### src/rtl/regfile_wb_scheduler_pkg.sv
// Shared constants and the writeback source encoding for the writeback scheduler.
package regfile_wb_scheduler_pkg;

  localparam int unsigned XLEN       = 32;
  localparam int unsigned REG_ADDR_W = 5;
  localparam int unsigned NUM_REGS   = 2 ** REG_ADDR_W;

  // Source 0 is the single-cycle ALU path, source 1 the multi-cycle load/MUL path.
  typedef enum logic {
    WB_SRC_ALU = 1'b0,
    WB_SRC_LSU = 1'b1
  } wb_src_e;

endpackage

### src/rtl/regfile_wb_scheduler_if.sv
// Writeback request bundle for the two sources feeding the register file write port.
interface regfile_wb_scheduler_if;
  import regfile_wb_scheduler_pkg::*;

  logic                  wb0_valid;
  logic [REG_ADDR_W-1:0] wb0_rd;
  logic [XLEN-1:0]       wb0_data;
  logic                  wb0_ready;

  logic                  wb1_valid;
  logic [REG_ADDR_W-1:0] wb1_rd;
  logic [XLEN-1:0]       wb1_data;
  logic                  wb1_ready;

  // Writeback sources drive the requests.
  modport master (
    output wb0_valid, wb0_rd, wb0_data,
    output wb1_valid, wb1_rd, wb1_data,
    input  wb0_ready, wb1_ready
  );

  // The scheduler accepts the requests.
  modport slave (
    input  wb0_valid, wb0_rd, wb0_data,
    input  wb1_valid, wb1_rd, wb1_data,
    output wb0_ready, wb1_ready
  );

endinterface

### src/rtl/regfile_wb_scheduler_rr_arbiter2.sv
// Two-requester round-robin arbiter; grant is combinational, last_grant moves only on a grant.
module regfile_wb_scheduler_rr_arbiter2
  import regfile_wb_scheduler_pkg::*;
(
  input  logic       clock,
  input  logic       reset,
  input  logic [1:0] i_req,
  output logic [1:0] o_gnt
);

  wb_src_e    r_last_grant;
  wb_src_e    w_last_grant_d;
  logic [1:0] w_gnt;

  // Last-grant register; reset to LSU so the ALU wins the first tie.
  always_ff @(posedge clock or posedge reset) begin
    if (reset) begin
      r_last_grant <= WB_SRC_LSU;
    end else begin
      r_last_grant <= w_last_grant_d;
    end
  end

  // Every grant is a transfer because grant only rises with its request.
  always_comb begin
    w_last_grant_d = r_last_grant;
    if (w_gnt[0]) begin
      w_last_grant_d = WB_SRC_ALU;
    end else if (w_gnt[1]) begin
      w_last_grant_d = WB_SRC_LSU;
    end
  end

  // Grant decode: a lone requester wins, a tie goes to the source not granted last.
  always_comb begin
    w_gnt = 2'b00;
    unique case (i_req)
      2'b01:   w_gnt = 2'b01;
      2'b10:   w_gnt = 2'b10;
      2'b11:   w_gnt = (r_last_grant == WB_SRC_ALU) ? 2'b10 : 2'b01;
      default: w_gnt = 2'b00;
    endcase
  end

  assign o_gnt = w_gnt;

endmodule

### src/rtl/regfile_wb_scheduler.sv
// Arbitrates two writeback sources onto the register file write port through one
// registered stage and tracks a per-register busy scoreboard for RAW/WAW hazards.
module regfile_wb_scheduler
  import regfile_wb_scheduler_pkg::*;
(
  input  logic                    clock,
  input  logic                    reset,
  regfile_wb_scheduler_if.slave   wb,
  input  logic                    issue_valid,
  input  logic [REG_ADDR_W-1:0]   issue_rd,
  output logic                    issue_ready,
  input  logic [REG_ADDR_W-1:0]   rs1_addr,
  input  logic [REG_ADDR_W-1:0]   rs2_addr,
  output logic                    rs1_busy,
  output logic                    rs2_busy,
  output logic                    regwrite,
  output logic [REG_ADDR_W-1:0]   write_reg,
  output logic [XLEN-1:0]         write_data
);

  logic [1:0]            w_req;
  logic [1:0]            w_gnt;
  logic                  w_xfer;
  logic [REG_ADDR_W-1:0] w_sel_rd;
  logic [XLEN-1:0]       w_sel_data;
  logic                  w_wr_en;
  logic                  w_issue_fire;
  logic [NUM_REGS-1:0]   w_busy_d;

  logic [NUM_REGS-1:0]   r_busy;
  logic                  r_regwrite;
  logic [REG_ADDR_W-1:0] r_write_reg;
  logic [XLEN-1:0]       r_write_data;

  assign w_req = {wb.wb1_valid, wb.wb0_valid};

  regfile_wb_scheduler_rr_arbiter2 u_arb (
    .clock (clock),
    .reset (reset),
    .i_req (w_req),
    .o_gnt (w_gnt)
  );

  assign wb.wb0_ready = w_gnt[0];
  assign wb.wb1_ready = w_gnt[1];
  assign w_xfer       = |w_gnt;
  assign w_sel_rd     = w_gnt[1] ? wb.wb1_rd   : wb.wb0_rd;
  assign w_sel_data   = w_gnt[1] ? wb.wb1_data : wb.wb0_data;
  // x0 writebacks are consumed but never reach the register file.
  assign w_wr_en      = w_xfer && (w_sel_rd != '0);

  assign issue_ready  = !r_busy[issue_rd];
  assign w_issue_fire = issue_valid && issue_ready && (issue_rd != '0);
  assign rs1_busy     = r_busy[rs1_addr];
  assign rs2_busy     = r_busy[rs2_addr];

  // Scoreboard next state: clear on the register file write, then set, so set wins.
  always_comb begin
    w_busy_d = r_busy;
    if (r_regwrite) begin
      w_busy_d[r_write_reg] = 1'b0;
    end
    if (w_issue_fire) begin
      w_busy_d[issue_rd] = 1'b1;
    end
    w_busy_d[0] = 1'b0;
  end

  // Scoreboard register.
  always_ff @(posedge clock or posedge reset) begin
    if (reset) begin
      r_busy <= '0;
    end else begin
      r_busy <= w_busy_d;
    end
  end

  // Output stage: one cycle of latency; address/data hold when nothing is written.
  always_ff @(posedge clock or posedge reset) begin
    if (reset) begin
      r_regwrite   <= 1'b0;
      r_write_reg  <= '0;
      r_write_data <= '0;
    end else begin
      r_regwrite <= w_wr_en;
      if (w_wr_en) begin
        r_write_reg  <= w_sel_rd;
        r_write_data <= w_sel_data;
      end
    end
  end

  assign regwrite   = r_regwrite;
  assign write_reg  = r_write_reg;
  assign write_data = r_write_data;

endmodule

### src/flat_wrapper.sv
// flat-port wrapper written by rule: the top's interface ports become plain ports
module regfile_wb_scheduler_flat import regfile_wb_scheduler_pkg::*;
  (clock, reset, issue_valid, issue_rd, issue_ready, rs1_addr, rs2_addr, rs1_busy, rs2_busy, regwrite, write_reg, write_data, wb_wb0_valid, wb_wb0_rd, wb_wb0_data, wb_wb1_valid, wb_wb1_rd, wb_wb1_data, wb_wb0_ready, wb_wb1_ready);
  regfile_wb_scheduler_if wb_i ();
  input  logic clock;
  input  logic reset;
  input  logic issue_valid;
  input  logic [REG_ADDR_W-1:0] issue_rd;
  output logic issue_ready;
  input  logic [REG_ADDR_W-1:0] rs1_addr;
  input  logic [REG_ADDR_W-1:0] rs2_addr;
  output logic rs1_busy;
  output logic rs2_busy;
  output logic regwrite;
  output logic [REG_ADDR_W-1:0] write_reg;
  output logic [XLEN-1:0] write_data;
  input wire logic [$bits(wb_i.wb0_valid)-1:0] wb_wb0_valid;
  input wire logic [$bits(wb_i.wb0_rd)-1:0] wb_wb0_rd;
  input wire logic [$bits(wb_i.wb0_data)-1:0] wb_wb0_data;
  input wire logic [$bits(wb_i.wb1_valid)-1:0] wb_wb1_valid;
  input wire logic [$bits(wb_i.wb1_rd)-1:0] wb_wb1_rd;
  input wire logic [$bits(wb_i.wb1_data)-1:0] wb_wb1_data;
  output wire logic [$bits(wb_i.wb0_ready)-1:0] wb_wb0_ready;
  output wire logic [$bits(wb_i.wb1_ready)-1:0] wb_wb1_ready;
  assign wb_i.wb0_valid = wb_wb0_valid;
  assign wb_i.wb0_rd = wb_wb0_rd;
  assign wb_i.wb0_data = wb_wb0_data;
  assign wb_i.wb1_valid = wb_wb1_valid;
  assign wb_i.wb1_rd = wb_wb1_rd;
  assign wb_i.wb1_data = wb_wb1_data;
  assign wb_wb0_ready = wb_i.wb0_ready;
  assign wb_wb1_ready = wb_i.wb1_ready;
  regfile_wb_scheduler u_core (.clock(clock), .reset(reset), .wb(wb_i), .issue_valid(issue_valid), .issue_rd(issue_rd), .issue_ready(issue_ready), .rs1_addr(rs1_addr), .rs2_addr(rs2_addr), .rs1_busy(rs1_busy), .rs2_busy(rs2_busy), .regwrite(regwrite), .write_reg(write_reg), .write_data(write_data));
endmodule
### config.mk
export PLATFORM = sky130hd
export DESIGN_NAME = regfile_wb_scheduler_flat
export DESIGN_NICKNAME = d
export VERILOG_FILES = /design/src/rtl/regfile_wb_scheduler_pkg.sv /design/src/rtl/regfile_wb_scheduler_if.sv /design/src/rtl/regfile_wb_scheduler_rr_arbiter2.sv /design/src/rtl/regfile_wb_scheduler.sv /design/src/flat_wrapper.sv
export SDC_FILE = /design/constraint.sdc
export NUM_CORES = 1
export LEC_CHECK = 0
export CAP_MARGIN = 5
export CORE_MARGIN = 2
export CORE_UTILIZATION = 28
export CTS_CLUSTER_SIZE = 8
export DETAILED_ROUTE_END_ITERATION = 10
export GPL_ROUTABILITY_DRIVEN = 0
export PLACE_DENSITY = 0.54
export SLEW_MARGIN = 0
export SYNTH_ARGS = -nofsm -noshare
export SYNTH_HDL_FRONTEND = slang
export SYNTH_SLANG_ARGS = --single-unit
export TNS_END_PERCENT = 30
### constraint.sdc
create_clock -name clock -period 9 [get_ports clock]
set_clock_uncertainty 0.1 [all_clocks]
set_input_delay 2.7 -clock clock [delete_from_list [all_inputs] [get_ports clock]]
set_output_delay 2.7 -clock clock [all_outputs]
set_load 0.01 [all_outputs]
Word-level counts from Yosys, hierarchy flattened

Cells that the tools add are included.

Word-level logic and storage cells: 45
Output and inout bits: 43
Bits in registers: 70

Bitwise operators: 3
Equal/unequal tests: 3
Order comparisons: 6
Reductions and logical operators: 10
Muxes and demuxes: 18

Operators by type and width:

| operator                                            | number |
|---|---|
| two-way mux 32 bit                                  | 3 |
| bitwise AND 32 bit                                  | 1 |
| inverter 32 bit                                     | 1 |
| OR 32 bit                                           | 1 |
| < comparator 5 x 6 -> 1 bit, second input constant  | 4 |
| binary-select mux 1 bit (select 5 bit)              | 3 |
| demux 1 bit (select 5 bit)                          | 2 |
| >= comparator 5 x 1 -> 1 bit, second input constant | 2 |
| nonzero test 5 bit                                  | 2 |
| two-way mux 1 bit                                   | 7 |
| one-hot mux 2 bit (3 select lines)                  | 1 |
| logical AND 1 bit                                   | 5 |
| two-way mux 5 bit                                   | 1 |
| == test 2 bit, second input constant                | 2 |
| == test 2 x 1 -> 1 bit, second input constant       | 1 |
| two-way mux 2 bit                                   | 1 |
| nonzero test 2 bit                                  | 1 |
| OR reduction 2 bit                                  | 1 |
| zero test 1 bit                                     | 1 |

Logic depth before layout (Yosys ltp)

Gate-level depths: netlist (run 1).

Depth in word-level cells: 9
Depth in mapped cells: 6

Cells and area by module

Synthesis (run 1) repeated with hierarchy kept, for this count alone.

Cells, all modules: 404
Area, all modules: 4071.4 um2

By module, submodules not included:

| module                           | cells each | area an instance (um2) | instances | seq. area each (um2) |
|---|---|---|---|---|
| regfile_wb_scheduler             | 397        | 4013.8                 | 1         | 1726.7 |
| regfile_wb_scheduler_rr_arbiter2 | 7          | 57.6                   | 1         | 26.3 |

Worst setup path before layout (run 1)

No wires, ideal clock.

Path type: input to output
Start point: in issue_rd[1]
End point: out issue_ready
Slack: 2.183 ns
Arrival time: 4.017 ns
Stages: 4
Path through: buf_2 > mux2_2 > a311oi_1 > and4b_1

Cells in the longest elaborated chain, start to end: 3

Ends and longest elaborated chain:

| item                                    | line                       | RTL |
|---|---|---|
| from (decl)                             | flat_wrapper.sv:8          | `input logic [REG_ADDR_W-1:0] issue_rd;` |
| binary-select mux 1 bit (select 5 bit)  | regfile_wb_scheduler.sv:52 | `assign issue_ready = !r_busy[issue_rd];` |
| two-way mux 1 bit (implied by the code) | regfile_wb_scheduler.sv:52 |  |
| zero test 1 bit                         | regfile_wb_scheduler.sv:52 |  |
| to (decl)                               | flat_wrapper.sv:9          | `output logic issue_ready;` |

Every way passes these cells. The select of a mux whose other input is x is not followed.

Worst setup path after layout (run 1)

Same ends and word-level chain as after synthesis.

==> results.yml, run 1 <==
min_path:
  worstHoldPathCells: 1
  min_path_type: "reg -> reg"
logic_synthesis:
  yosysUniqueCellTypes: 51
  synthAdderAreaFrac_pct: 0
  netlist.area_leader.share_pct: 40.1
  synth-simple-area-share_pct: 10.5
  postSynthAreaPerCell_sq_um: 11.9
  synth_most_common_cell: "dfrtp_1"
  muxShareOfSynthArea_pct: 33.7
  synth_seq_cells: 70
  synth_nets: 455
  synth_edf_count: 0
  synth_top_family_by_area: "multiplexers"
  ys.flop_type: "dfrtp_1"
  synth_compound_area_share_pct: 11.9
  synth_area_leaders: "dfrtp_1 (40%), mux2_2 (13%), mux2_4 (10%)"
  netlist_instances: 361
  ys_seq_area_share_pct: 40.7
  synth_area_leader_cell: "dfrtp_1"
  synthArstFlopShare_pct: 100
  syn_area_sq_mm: 0.00431
  synth_xor_xnor_area_share_pct: 0
  yosys_warnings: 0
  ys_top_cells_by_count: "dfrtp_1 (69), mux2_2 (48), o21ai_0 (48)"
pwr:
  power_frac_comb_pct: 34.3
  ir_worst_vdd_uv: 92.7
  p_int_mw: 0.951
  p_total_mw: 1.40
  p_switching_mw: 0.445
  powerDensity_mw_per_mm2: 227
  p_seq_share_pct: 38.3
  switching_share_pct: 31.9
  p_clk_share_pct: 27.4
  p_leak_nw: 2.43
layout:
  largest_register_ffs: 32
  instances_no_fill: 685
  area_growth_pct: 42.8
  fin_util_pct: 40.8
  nets: 586
  post_route_cells_drive_above_1_share_pct: 24.9
  insertedDiodeCount: 0
job:
  maxCapViolCount: 0
cts:
  cts.sinks: 70
  clock_latency_ns: 0.35
  h-tree-depth: 3
  clk_path_buf_depth: 2
  path_clk_slew_ns: 0.06
  cts_tree: "built"
  cts-hold-fix-buffers: 0
  ctsResizeCount: 0
  clock-root-buffer: "clkbuf_16"
  post_cts_buffers: 0
  cts-buffers-inserted: 9
global_route:
  gr-total-overflow: 0
  grt_usage_pct: 16.8
  grt_pass1_vias: 3702
  grt_max_degree: 71
  grt_pass1_wl_um: 20800
  antenna_found_initial: 0
die:
  std_cell_rows: 45
  die_w_um: 128
  start_util_pct: 28.5
  die_y_um: 128
  core-area_sq_mm: 0.0151
  io_pins: 137
  dieArea_sq_mm: 0.0164
route:
  routed_wl_um: 13300
  first_iter_violations: 161
  via_per_inst: 5.16
  wl_per_cell_um: 19.5
  first_pass_iters: 4
  route.detailed.drc: 0
  vias: 3534
  ant_nets: 0
setup_path:
  critical_path_arrival_ns: 5.27
  startpoint_type: "input pin"
  required_ns: 6.20
  reg2regPathDepth: 5
  worstPathMaxFanout: 14
  endpoint_kind: "output pin"
  path_class: "in -> out"
placement:
  portBuffers: 136
  dp_hpwl_um: 9780
  dp.cells: 669
sta:
  setup_viol: 0
  worst_pin_slew_ns: 0.908
  period_needed_ns: 8.07
  finalSetupTns_ns: 0
  max_freq_mhz: 124
  hold_viol: 0
  fin_crit_sh_pct: 89.7
  rsz0062_at_grt: "false"
  drv_slew: 0
  maxSlewHeadroom_pct: 39.5
outcome:
  outcome: "completed"
worst paths after layout:
kind | from | end | slack, ns
max | issue_rd[1] | issue_ready | 0.93
max in group asynchronous | reset | u_core.write_data[2]$_DFFE_PP0P_ | 5.36
min in group asynchronous | reset | u_core.write_data[13]$_DFFE_PP0P_ | 2.86
min | u_core.write_data[3]$_DFFE_PP0P_ | u_core.write_data[3]$_DFFE_PP0P_ | 0.41
max reg2reg | u_core.u_arb.r_last_grant$_DFFE_PP1P_ | u_core.write_data[6]$_DFFE_PP0P_ | 6.69
min reg2reg | u_core.write_data[3]$_DFFE_PP0P_ | u_core.write_data[3]$_DFFE_PP0P_ | 0.41
power by group through the flow:
stage / clock (mW) / sequential, mW / combinational [mW]
finish: 0.383 / 0.535 / 0.478
global route: 0.410 / 0.551 / 0.519
CTS: 0.396 / 0.532 / 0.480
detailed placement: 0 / 0.535 / 0.478
global placement: 0 / 0.531 / 0.472
floorplan: 0 / 0.501 / 0.289
cells in the final DEF (no fill, tap or decap), drive strengths merged, types with 3 or more instances in the layout:
| master | synthesis | routed |
|---|---|---|
| clkbuf | 6 | 11 |
| inv | 7 | 7 |
| nor2 | 5 | 5 |
| mux4 | 15 | 15 |
| a31o | 4 | 4 |
| nand2 | 16 | 16 |
| o21ai | 49 | 49 |
| o41ai | 3 | 3 |
| buf | 14 | 4 |
| mux2i | 14 | 14 |
| o31ai | 6 | 6 |
| clkdlybuf4s50 | 0 | 136 |
| nand3 | 11 | 11 |
| nand3b | 10 | 10 |
| or4 | 3 | 3 |
| o21a | 4 | 4 |
| nor3 | 5 | 5 |
| nand2b | 3 | 3 |
| dfrtp | 69 | 69 |
| or3 | 5 | 5 |
| o211ai | 3 | 3 |
| mux2 | 77 | 77 |
| or3b | 3 | 3 |
logic make-up after synthesis:
kind of cell | Yosys count
buffers and inverters | 27
muxes | 106
AOI/OAI and AO/OA | 83
DFF | 70
and+or+nand+nor | 75
stage by stage:
step                      hold slack, ns  area (sq um)  setup slack (ns)
final                              0.409          6150             0.929
after global routing               0.420          6150             0.729
after CTS                          0.414          6150             0.900
after detailed placement           0.391          5840             0.893
after global placement             0.394          5840             0.935
after floorplan                    0.362          4310              2.18
area by class of cell:
cell class / count / area, sq um
clock buffers: 11 / 233
clock inverters: 5 / 83.8
fillers: 1481 / 8940
inverters: 7 / 26.3
multi-input cells: 264 / 2430
flip-flops and latches: 70 / 1750
well taps: 188 / 235
repair buffers: 140 / 1390
critical path, cell delays in order:
cell	delay [ns]
clkdlybuf4s50_1	0.68
buf_4	0.30
mux2i_1	0.27
nor3_1	0.07
o41ai_1	0.42
and4b_1	0.28
clkdlybuf4s50_1	0.54
per-layer routing:
layer,track usage (%),part of all wire (%)
met1,21.7,44
met2,24.8,43
met3,6.76,11
met4,7.30,1.7
met5,0,0
(Power assumes the default switching activity.)
==> inputs of run 2 (changes only) <==
- CTS_BUF_LIST: unset -> sky130_fd_sc_hd__clkbuf_4 sky130_fd_sc_hd__clkbuf_8 sky130_fd_sc_hd__clkbuf_16
- CTS_CLUSTER_DIAMETER: unset -> 50
- GPL_ROUTABILITY_DRIVEN: 0 -> unset
==> run 2 against run 1 <==
Against the previous run: cell count shrank 0.15%; sequential cell count unchanged; count of clock-buffer cells in the layout grew 1; design area is 0.28% lower; sequential share of layout area increased by 0.081 points; first-iteration DRC count grew 24%; combinational power barely moved; global-route usage shrank 0.25 points.
==> results.yml, run 2 (same netlist as run 1, synthesis figures left out) <==
outcome:
  outcome: "completed"
route:
  via_per_inst: 5.18
  dr_wl_met3_um: 1410
  met1Wirelength_um: 5680
  ant_nets: 0
  first_pass_iters: 4
  first_iter_violations: 200
  routed_wl_um: 13100
  vias: 3544
  highest_layer: "met4"
  wl_met2_um: 5780
  route.detailed.drc: 0
  wl_per_cell_um: 19.2
sta:
  rsz0062_at_grt: "false"
  max_freq_mhz: 124
  worst_pin_slew_ns: 0.890
  period_needed_ns: 8.09
  maxSlewHeadroom_pct: 40.7
  hold_viol: 0
  worst_hold_slack_ns: 0.411
  finalSetupTns_ns: 0
  fin_crit_sh_pct: 89.8
  setup_viol: 0
  drv_slew: 0
global_route:
  grt_pass1_vias: 3633
  antenna_found_initial: 0
  gr-total-overflow: 0
  grt_usage_pct: 16.5
  grt_pass1_wl_um: 20300
  grt_max_degree: 71
min_path:
  min_path_type: "reg -> reg"
  min-delay-start: "u_core.write_data[8]$_DFFE_PP0P_"
  worstHoldPathCells: 1
  holdPathEnd: "u_core.write_data[8]$_DFFE_PP0P_"
layout:
  fillers: 1471
  largest_register_ffs: 32
  post_route_cells_drive_above_1_share_pct: 25.2
  nets: 586
  final_common_cell: "clkdlybuf4s50_1"
  mostFrequentLayoutCells: "clkdlybuf4s50_1 (136), dfrtp_1 (69), mux2_2 (48), o21ai_0 (48), mux2_4 (29)"
  instances_no_fill: 684
  area_growth_pct: 42.4
  insertedDiodeCount: 0
cts:
  ctsResizeCount: 0
  cts-buffers-inserted: 9
  clock-root-buffer: "clkbuf_16"
  cts_tree: "built"
  post_cts_buffers: 0
  cts-hold-fix-buffers: 0
  clock_latency_ns: 0.34
  cts.sinks: 70
  h-tree-depth: 3
  path_clk_slew_ns: 0.05
  clk_path_buf_depth: 2
placement:
  dp_hpwl_um: 9880
  portBuffers: 136
  dp.cells: 669
  gp_congestion: 0.887
setup_path:
  worstPathMaxFanout: 14
  reg2regPathDepth: 5
  regToRegStartpoint: "u_core.u_arb.r_last_grant$_DFFE_PP1P_"
  critical_path_arrival_ns: 5.29
  path_class: "in -> out"
  reg2reg_to: "u_core.write_data[11]$_DFFE_PP0P_"
  endpoint_kind: "output pin"
  r2r_slack_ns: 6.71
  required_ns: 6.20
  startpoint_type: "input pin"
die:
  die_w_um: 128
  dieArea_sq_mm: 0.0164
  io_pins: 137
  std_cell_rows: 45
  die_y_um: 128
  core-area_sq_mm: 0.0151
  start_util_pct: 28.5
pwr:
  p_total_mw: 1.37
  p_leak_nw: 2.43
  ir_worst_vdd_uv: 76.9
  powerDensity_mw_per_mm2: 223
job:
  maxCapViolCount: 0
[run 2: cell types whose count changed in the layout (fill, tap and decap cells not counted)]
cell	before	now
clkbuf_4	0	2
bufinv_16	2	1
clkbuf_8	0	1
clkbuf_1	2	0
clkinv_4	1	0
[run 2: stage by stage]
stage	utilization [%]	instance area (sq um)	worst slack (ns)
floorplan	-	4310	2.18
global placement	38.7	5840	0.916
detailed placement	38.7	5840	0.922
CTS	40.7	6130	0.910
global route	40.7	6130	0.793
finish	40.7	6130	0.914
[run 2: worst max path at each step]
stage               depth (start not counted)           to         from
floorplan                                   4  issue_ready  issue_rd[1]
global placement                            7  issue_ready  issue_rd[1]
detailed placement                          7  issue_ready  issue_rd[1]
CTS                                         7  issue_ready  issue_rd[1]
global route                                6  issue_ready  issue_rd[2]
finish                                      7  issue_ready  issue_rd[1]
[run 2: routing by layer]
metal | global-route usage [%] | up-vias
met5 | 0 | -
met3 | 5.80 | 19
met2 | 24.6 | 186
li1 | - | 1644
met4 | 7.56 | 0
met1 | 21.6 | 1695
[run 2: layout make-up]
type	instances	area [sq um]	share of cell area, %
Timing Repair Buffer	140	1390	22.7
Tap cell	188	235	3.83
Sequential cell	70	1750	28.6
Multi-Input combinational cell	264	2430	39.6
Clock inverter	3	45.0	0.734
Inverter	7	26.3	0.428
Clock buffer	12	254	4.14
[run 2: critical path, cell delays in order]
cell,delay (ns)
clkdlybuf4s50_1,0.67
buf_4,0.31
mux2i_1,0.27
nor3_1,0.07
o41ai_1,0.43
and4b_1,0.29
clkdlybuf4s50_1,0.54
[run 2: report_power, final]
| part | switching [mW] | total, mW | internal, mW | leakage [nW] |
|---|---|---|---|---|
| clock network | 0.133 | 0.360 | 0.227 | 0.142 |
| logic | 0.187 | 0.478 | 0.291 | 1.47 |
| registers | 0.113 | 0.531 | 0.417 | 0.813 |
